## src/rtl/rr_sched_pkg.sv

```systemverilog
// Shared width helpers, consumer index type and reset-pivot function for the
// bank/port round-robin arbiter.
package rr_sched_pkg;

    localparam int DEF_NCONSUMERS = 8;

    // Index width for a power-of-two population.
    function automatic int idx_w(input int n);
        return (n > 1) ? $clog2(n) : 1;
    endfunction

    // Port index width; at least one bit even for a single-port bank.
    function automatic int port_w(input int n);
        return (n > 1) ? $clog2(n) : 1;
    endfunction

    typedef logic [idx_w(DEF_NCONSUMERS)-1:0] cons_idx_t;

    // Reset pivot for kernel k = b*nports + p: ports of one bank start spread
    // evenly across the consumer ring, banks are staggered by one.
    function automatic int reset_pivot(input int k, input int nports, input int ncons);
        int b;
        int p;
        b = k / nports;
        p = k % nports;
        return (b + p * (ncons / nports)) % ncons;
    endfunction

endpackage

```

## src/rtl/rr_bank_port_arbiter_if.sv

```systemverilog
// Request/grant bundle between the consumer fabric and the arbiter.
// master = consumer side, slave = arbiter side.
interface rr_bank_port_arbiter_if
    import rr_sched_pkg::*;
#(
    parameter int NCONSUMERS = 8,
    parameter int NBANKS     = 4,
    parameter int NPORTS     = 2
);
    localparam int CONS_W = idx_w(NCONSUMERS);
    localparam int BANK_W = idx_w(NBANKS);
    localparam int PORT_W = port_w(NPORTS);

    logic [NCONSUMERS-1:0]               req;
    logic [NCONSUMERS*BANK_W-1:0]        req_bank;
    logic [NCONSUMERS-1:0]               gnt;
    logic [NCONSUMERS*PORT_W-1:0]        gnt_port;
    logic [NBANKS*NPORTS-1:0]            port_valid;
    logic [NBANKS*NPORTS*CONS_W-1:0]     port_sel;

    modport master (
        output req, req_bank,
        input  gnt, gnt_port, port_valid, port_sel
    );

    modport slave (
        input  req, req_bank,
        output gnt, gnt_port, port_valid, port_sel
    );

endinterface

```

## src/rtl/rr_port_pick.sv

```systemverilog
// One scheduling kernel: first eligible consumer at or after the pivot,
// wrapping around the ring. Ring size must be a power of two.
module rr_port_pick #(
    parameter int N = 8,
    parameter int W = 3
) (
    input  logic [N-1:0] elig,
    input  logic [W-1:0] pivot,
    output logic         valid,
    output logic [W-1:0] idx
);

    logic [W-1:0] cand;

    // Scan from the far end so the last hit written is the one nearest the pivot.
    always_comb begin
        valid = 1'b0;
        idx   = '0;
        cand  = '0;
        for (int off = N - 1; off >= 0; off--) begin
            cand = pivot + W'(off);
            if (elig[cand]) begin
                valid = 1'b1;
                idx   = cand;
            end
        end
    end

endmodule

```

## src/rtl/rr_bank_port_arbiter.sv

```systemverilog
// Round-robin arbiter sharing NBANKS x NPORTS bank ports among NCONSUMERS.
// Optional build macro RR_STARVATION_GUARD_EN adds per-consumer age counters;
// aged consumers are placed on the lowest free ports ahead of the pivot scan.
module rr_bank_port_arbiter
    import rr_sched_pkg::*;
#(
    parameter int NCONSUMERS = 8,
    parameter int NBANKS     = 4,
    parameter int NPORTS     = 2,
    parameter int MAX_WAIT   = 8
) (
    input logic                  clk,
    input logic                  reset_n,
    rr_bank_port_arbiter_if.slave bus
);

    localparam int CONS_W = idx_w(NCONSUMERS);
    localparam int BANK_W = idx_w(NBANKS);
    localparam int PORT_W = port_w(NPORTS);
    localparam int NK     = NBANKS * NPORTS;
    localparam bit PARAMS_OK = (MAX_WAIT >= 1) && (NBANKS >= 2) && (NPORTS >= 1)
                               && ((NCONSUMERS % NPORTS) == 0);

    logic [CONS_W-1:0]             rr_pivots [NK];
    logic [BANK_W-1:0]             rb [NCONSUMERS];
    logic [NCONSUMERS-1:0]         gnt_q;
    logic [NCONSUMERS*PORT_W-1:0]  gnt_port_q;
    logic [NK-1:0]                 port_valid_q;
    logic [NK*CONS_W-1:0]          port_sel_q;
    logic [NK-1:0]                 kv;
    logic [CONS_W-1:0]             ks [NK];
    logic [NCONSUMERS-1:0]         nxt_gnt;
    logic [NCONSUMERS*PORT_W-1:0]  nxt_gnt_port;
    logic [NK*CONS_W-1:0]          nxt_sel;

    for (genvar i = 0; i < NCONSUMERS; i++) begin : g_rb
        assign rb[i] = bus.req_bank[i*BANK_W +: BANK_W];
    end

`ifdef RR_STARVATION_GUARD_EN
    localparam int AGE_W = $clog2(MAX_WAIT + 1);
    logic [AGE_W-1:0]      age [NCONSUMERS];
    logic [NCONSUMERS-1:0] urgent;

    // Saturating wait age per consumer; cleared on grant or idle.
    always_ff @(posedge clk or negedge reset_n) begin
        if (!reset_n) begin
            for (int i = 0; i < NCONSUMERS; i++) age[i] <= '0;
        end else begin
            for (int i = 0; i < NCONSUMERS; i++) begin
                if (!bus.req[i] || gnt_q[i]) age[i] <= '0;
                else if (age[i] < AGE_W'(MAX_WAIT)) age[i] <= age[i] + 1'b1;
            end
        end
    end

    // Consumers that have waited MAX_WAIT cycles jump the queue.
    always_comb begin
        urgent = '0;
        for (int i = 0; i < NCONSUMERS; i++) urgent[i] = (age[i] >= AGE_W'(MAX_WAIT));
    end
`endif

    for (genvar b = 0; b < NBANKS; b++) begin : g_bank
        logic [NCONSUMERS-1:0] elig;

        // Pending requests for this bank, masked while their grant is showing.
        always_comb begin
            elig = '0;
            for (int i = 0; i < NCONSUMERS; i++)
                elig[i] = bus.req[i] && (rb[i] == BANK_W'(b)) && !gnt_q[i];
        end

        for (genvar p = 0; p < NPORTS; p++) begin : g_port
            localparam int K = b * NPORTS + p;
            logic [NCONSUMERS-1:0] mask_in, avail, mask_out;
            logic                  rr_v, k_v;
            logic [CONS_W-1:0]     rr_i, k_i;

            if (p == 0) begin : g_first
                assign mask_in = '0;
            end else begin : g_chain
                assign mask_in = g_port[p-1].mask_out;
            end

            assign avail = elig & ~mask_in;

            rr_port_pick #(.N(NCONSUMERS), .W(CONS_W)) u_rr (
                .elig  (avail),
                .pivot (rr_pivots[K]),
                .valid (rr_v),
                .idx   (rr_i)
            );

`ifdef RR_STARVATION_GUARD_EN
            logic              ug_v;
            logic [CONS_W-1:0] ug_i;

            rr_port_pick #(.N(NCONSUMERS), .W(CONS_W)) u_urg (
                .elig  (avail & urgent),
                .pivot ('0),
                .valid (ug_v),
                .idx   (ug_i)
            );

            assign k_v = ug_v | rr_v;
            assign k_i = ug_v ? ug_i : rr_i;
`else
            assign k_v = rr_v;
            assign k_i = rr_i;
`endif

            assign mask_out = mask_in | (k_v ? (NCONSUMERS'(1) << k_i) : '0);
            assign kv[K]    = k_v;
            assign ks[K]    = k_i;
        end
    end

    // Fold kernel picks into per-consumer grants and per-kernel selects.
    always_comb begin
        nxt_gnt      = '0;
        nxt_gnt_port = '0;
        nxt_sel      = '0;
        for (int k = 0; k < NK; k++) begin
            if (kv[k]) begin
                nxt_gnt[ks[k]]                          = 1'b1;
                nxt_gnt_port[ks[k]*PORT_W +: PORT_W]    = PORT_W'(k % NPORTS);
                nxt_sel[k*CONS_W +: CONS_W]             = ks[k];
            end
        end
    end

    // Register the selection; pivots rotate every cycle regardless of grants.
    always_ff @(posedge clk or negedge reset_n) begin
        if (!reset_n) begin
            gnt_q        <= '0;
            gnt_port_q   <= '0;
            port_valid_q <= '0;
            port_sel_q   <= '0;
            for (int k = 0; k < NK; k++)
                rr_pivots[k] <= CONS_W'(reset_pivot(k, NPORTS, NCONSUMERS));
        end else begin
            gnt_q        <= nxt_gnt;
            gnt_port_q   <= nxt_gnt_port;
            port_valid_q <= kv;
            port_sel_q   <= nxt_sel;
            for (int k = 0; k < NK; k++)
                rr_pivots[k] <= rr_pivots[k] + 1'b1;
        end
    end

    assign bus.gnt        = gnt_q;
    assign bus.gnt_port   = gnt_port_q;
    assign bus.port_valid = port_valid_q;
    assign bus.port_sel   = port_sel_q;

    a_params: assert property (@(posedge clk) PARAMS_OK);

    // A pending consumer must not retarget before its grant arrives.
    for (genvar i = 0; i < NCONSUMERS; i++) begin : g_chk
        a_bank_stable: assert property (@(posedge clk) disable iff (!reset_n)
            (bus.req[i] && !gnt_q[i]) |=> (!bus.req[i] || gnt_q[i] || $stable(rb[i])));
    end

endmodule

```

## src/flat_wrapper.sv

```systemverilog
// flat-port wrapper written by rule: the top's interface ports become plain ports
module rr_bank_port_arbiter_flat import rr_sched_pkg::*;
#(
    parameter int NCONSUMERS = 8,
    parameter int NBANKS     = 4,
    parameter int NPORTS     = 2,
    parameter int MAX_WAIT   = 8
)
  (clk, reset_n, bus_req, bus_req_bank, bus_gnt, bus_gnt_port, bus_port_valid, bus_port_sel);
  rr_bank_port_arbiter_if #(.NCONSUMERS(NCONSUMERS), .NBANKS(NBANKS), .NPORTS(NPORTS)) bus_i ();
  input logic clk;
  input logic reset_n;
  input wire logic [$bits(bus_i.req)-1:0] bus_req;
  input wire logic [$bits(bus_i.req_bank)-1:0] bus_req_bank;
  output wire logic [$bits(bus_i.gnt)-1:0] bus_gnt;
  output wire logic [$bits(bus_i.gnt_port)-1:0] bus_gnt_port;
  output wire logic [$bits(bus_i.port_valid)-1:0] bus_port_valid;
  output wire logic [$bits(bus_i.port_sel)-1:0] bus_port_sel;
  assign bus_i.req = bus_req;
  assign bus_i.req_bank = bus_req_bank;
  assign bus_gnt = bus_i.gnt;
  assign bus_gnt_port = bus_i.gnt_port;
  assign bus_port_valid = bus_i.port_valid;
  assign bus_port_sel = bus_i.port_sel;
  rr_bank_port_arbiter #(.NCONSUMERS(NCONSUMERS), .NBANKS(NBANKS), .NPORTS(NPORTS), .MAX_WAIT(MAX_WAIT)) u_core (.clk(clk), .reset_n(reset_n), .bus(bus_i));
endmodule
```

## config.mk

```make
export PLATFORM = sky130hd
export DESIGN_NAME = rr_bank_port_arbiter_flat
export DESIGN_NICKNAME = d
export VERILOG_FILES = /design/src/rtl/rr_sched_pkg.sv /design/src/rtl/rr_bank_port_arbiter_if.sv /design/src/rtl/rr_port_pick.sv /design/src/rtl/rr_bank_port_arbiter.sv /design/src/flat_wrapper.sv
export SDC_FILE = /design/constraint.sdc
export NUM_CORES = 1
export LEC_CHECK = 0
export ABC_AREA = 1
export CAP_MARGIN = 10
export CORE_ASPECT_RATIO = 1.75
export CORE_MARGIN = 1.5
export CORE_UTILIZATION = 40
export CTS_CLUSTER_DIAMETER = 50
export DETAILED_ROUTE_END_ITERATION = 8
export PLACE_DENSITY = 0.69
export SETUP_SLACK_MARGIN = 0.5
export SKIP_CTS_REPAIR_TIMING = 1
export SLEW_MARGIN = 20
export SYNTH_ARGS = -nofsm -noshare
export SYNTH_HDL_FRONTEND = slang
export SYNTH_SLANG_ARGS = --single-unit
```

## constraint.sdc

```tcl
create_clock -name clk -period 6.6 [get_ports clk]
set_input_delay 1.32 -clock clk [delete_from_list [all_inputs] [get_ports clk]]
set_output_delay 1.32 -clock clk [all_outputs]
set_load 0.01 [all_outputs]
```

==> impl_metrics.env <==
export IMPL_max_slew_margin=0.401
export IMPL_cap_violations=0
export IMPL_place_hpwl_um=27800
export IMPL_syn_nets=1680
export IMPL_finalHoldViolCount=0
export IMPL_start_util=0.409
export IMPL_synth_cells=1600
export IMPL_die_area_um2=25000
export IMPL_fillers=2322
export IMPL_rsz0062_at_grt="false"
export IMPL_p_per_area_nw_per_um2=251
export IMPL_max_clock_path_buffers=2
export IMPL_fin_util=0.550
export IMPL_worstMarginPinSlew_ns=0.890
export IMPL_synth_area_top_cells="nand2_1, nand3_1, dfrtp_1"
export IMPL_clkTransAtPathRegs_ns=0.06
export IMPL_synth_top_area_frac=0.175
export IMPL_dpl_cell_area_um2=11000
export IMPL_syn_area_um2=9610
export IMPL_final_cells=2074
export IMPL_syn2layout_area_growth_pct=34.6
export IMPL_fin_tns_setup_ns=0
export IMPL_drcViolationCount=0
export IMPL_synth_edf_count=0
export IMPL_wl_um=35200
export IMPL_cts_root_buf="clkbuf_16"
export IMPL_placed_cells=2012
export IMPL_synthArstFlopShare=1.00
export IMPL_ys_seq_elements=72
export IMPL_timing_hold_ws_ns=0.629
export IMPL_synth_top_cell_by_area="nand2_1"
export IMPL_end_kind="flop"
export IMPL_slew_violations=0
export IMPL_wl_per_cell_um=17.0
export IMPL_syn_avg_cell_area_um2=6.01
export IMPL_clock_sinks=72
export IMPL_vias=11300
export IMPL_drive_gt1_frac=0.297
export IMPL_critPathMaxFanout=6
export IMPL_grt_start_max_net_pins=73
export IMPL_numCtsBuffers=9
export IMPL_fin_crit_ns=5.81
export IMPL_slowest_delay_ns=0.50
export IMPL_cp_arrival_ns=6.12
export IMPL_period_share=0.881
export IMPL_grt_pass1_vias=10900
export IMPL_cp_required_ns=6.91
export IMPL_drtAntennaViolNets=0
export IMPL_crit_type="in -> reg"
export IMPL_layout_setup_ws_ns=0.787
export IMPL_clock_skew_ns=0.0101
export IMPL_yosysMostFrequentCell="nand2_1"
export IMPL_grt_pass1_wl_um=53700
export IMPL_start_kind="input port"
export IMPL_track_usage=0.277
export IMPL_fin_nets=1845
export IMPL_cp_common_cell="nand2_1"
export IMPL_die_h_um=208
export IMPL_dp_slack_ns=-0.144
export IMPL_diodes=0
export IMPL_leakage_nw=6.74
export IMPL_io_buffers=73
export IMPL_rows=74
export IMPL_seq_area_frac_synth=0.189
export IMPL_ys_top_cells_by_count="nand2_1, nand3_1, inv_1"
export IMPL_core_area_um2=23500
export IMPL_slowest_stage="clkdlybuf4s50_1"
export IMPL_gr_total_overflow=0
export IMPL_synthDistinctLibCells=56
export IMPL_status="completed"
export IMPL_place_congestion=1.01
export IMPL_yosysWarningCount=0
export IMPL_cts_tree="yes"
export IMPL_dr_pass1_iters=6
export IMPL_pin_count=74
export IMPL_drtIter0Drc=636
export IMPL_ys_flop_type="dfrtp_1"
export IMPL_setup_violations=0
export IMPL_die_w_um=120
export IMPL_fmax_ghz=0.172
export IMPL_clk_latency_ns=0.38
export IMPL_htree_num_levels=3
export IMPL_ir_drop_uv=140
export IMPL_stdcell_area_um2=12900
export IMPL_grt_antenna_before_repair=0
export IMPL_vias_per_cell=5.43
export IMPL_power_mw=3.24
export IMPL_hold_class="reg -> reg"
-- state kept, by name (all words and copies together) (netlist names) --
signal and count:
u_core.bus.gnt 8, u_core.bus.gnt_port 8, u_core.bus.port_sel 24, u_core.bus.port_valid 8, u_core.rr_pivots 24
-- where the power goes --
group / leakage (nW) / internal, mW / switching (mW) / total, mW
combinational: 5.69 / 0.844 / 1.22 / 2.06
clock: 0.163 / 0.343 / 0.228 / 0.572
sequential: 0.887 / 0.545 / 0.0626 / 0.608
-- layer usage --
layer  track usage  share of wire
met2         0.521           0.53
met5             0              0
met4         0.218          0.092
met1         0.262           0.34
met3        0.0370          0.042
-- cell type report --
class                           count  area (µm²)  share of cell area
Clock inverter                      6        91.3             0.00706
Sequential cell                    72        1820               0.140
Inverter                          254         977              0.0755
Clock buffer                       10         239              0.0185
Tap cell                          304         380              0.0294
Multi-Input combinational cell   1242        7780               0.601
Timing Repair Buffer              186        1660               0.128
-- final timing paths --
check,end,slack (ns),from,cells past startpoint
worst max-delay path,u_core.bus.gnt_port[4]$_DFF_PN0_,0.79,bus_req_bank[4],45
worst min-delay path,u_core.bus.port_sel[6]$_DFF_PN0_,0.63,u_core.rr_pivots[15]$_DFF_PN1_,2
worst max register to register,u_core.bus.gnt_port[4]$_DFF_PN0_,1.05,u_core.rr_pivots[9]$_DFF_PN0_,45
worst min register to register,u_core.bus.port_sel[6]$_DFF_PN0_,0.63,u_core.rr_pivots[15]$_DFF_PN1_,2
max in group asynchronous,u_core.bus.port_sel[5]$_DFF_PN0_,5.09,reset_n,1
min in group asynchronous,u_core.rr_pivots[11]$_DFF_PN0_,0.97,reset_n,1
-- cell families (layout without fill, tap and decap cells) --
group	count (synthesis)	after routing	synth area share
AO/OA/AOI/OAI	125	125	0.0756
XOR/XNOR	22	22	0.0224
adder cells (fa/ha/maj)	54	54	0.0703
buffers and inverters	286	456	0.120
flip-flops	72	72	0.189
multiplexers	3	3	0.00312
AND/OR/NAND/NOR	1038	1038	0.520
-- cells in the final DEF, fill, tap and decap left out, types with 8 or more instances in the layout --
cell type,instances
xnor2_1,13
nor2_4,20
dfrtp_1,60
nor2_1,92
nand3_1,240
ha_4,17
dlymetal6s2s_1,19
nand2_1,401
o21ai_2,18
buf_4,106
ha_1,30
nand2_2,83
inv_4,9
nand3_4,25
clkdlybuf4s50_1,53
nand2_4,28
o21ai_0,14
nor2_2,16
nand3b_1,8
dfstp_2,12
o21ai_1,21
nor3_1,10
inv_1,172
clkbuf_16,9
nand4_1,23
nand3_2,72
a21oi_1,36
o211ai_1,11
inv_2,65
-- critical path: cells and delay by family --
family          cells  cell delay (ns)
simple gates       27             2.19
buf+inv             6             0.94
compound gates      8             0.90
fa+ha+maj           4             0.75
(Power assumes the default switching activity.)
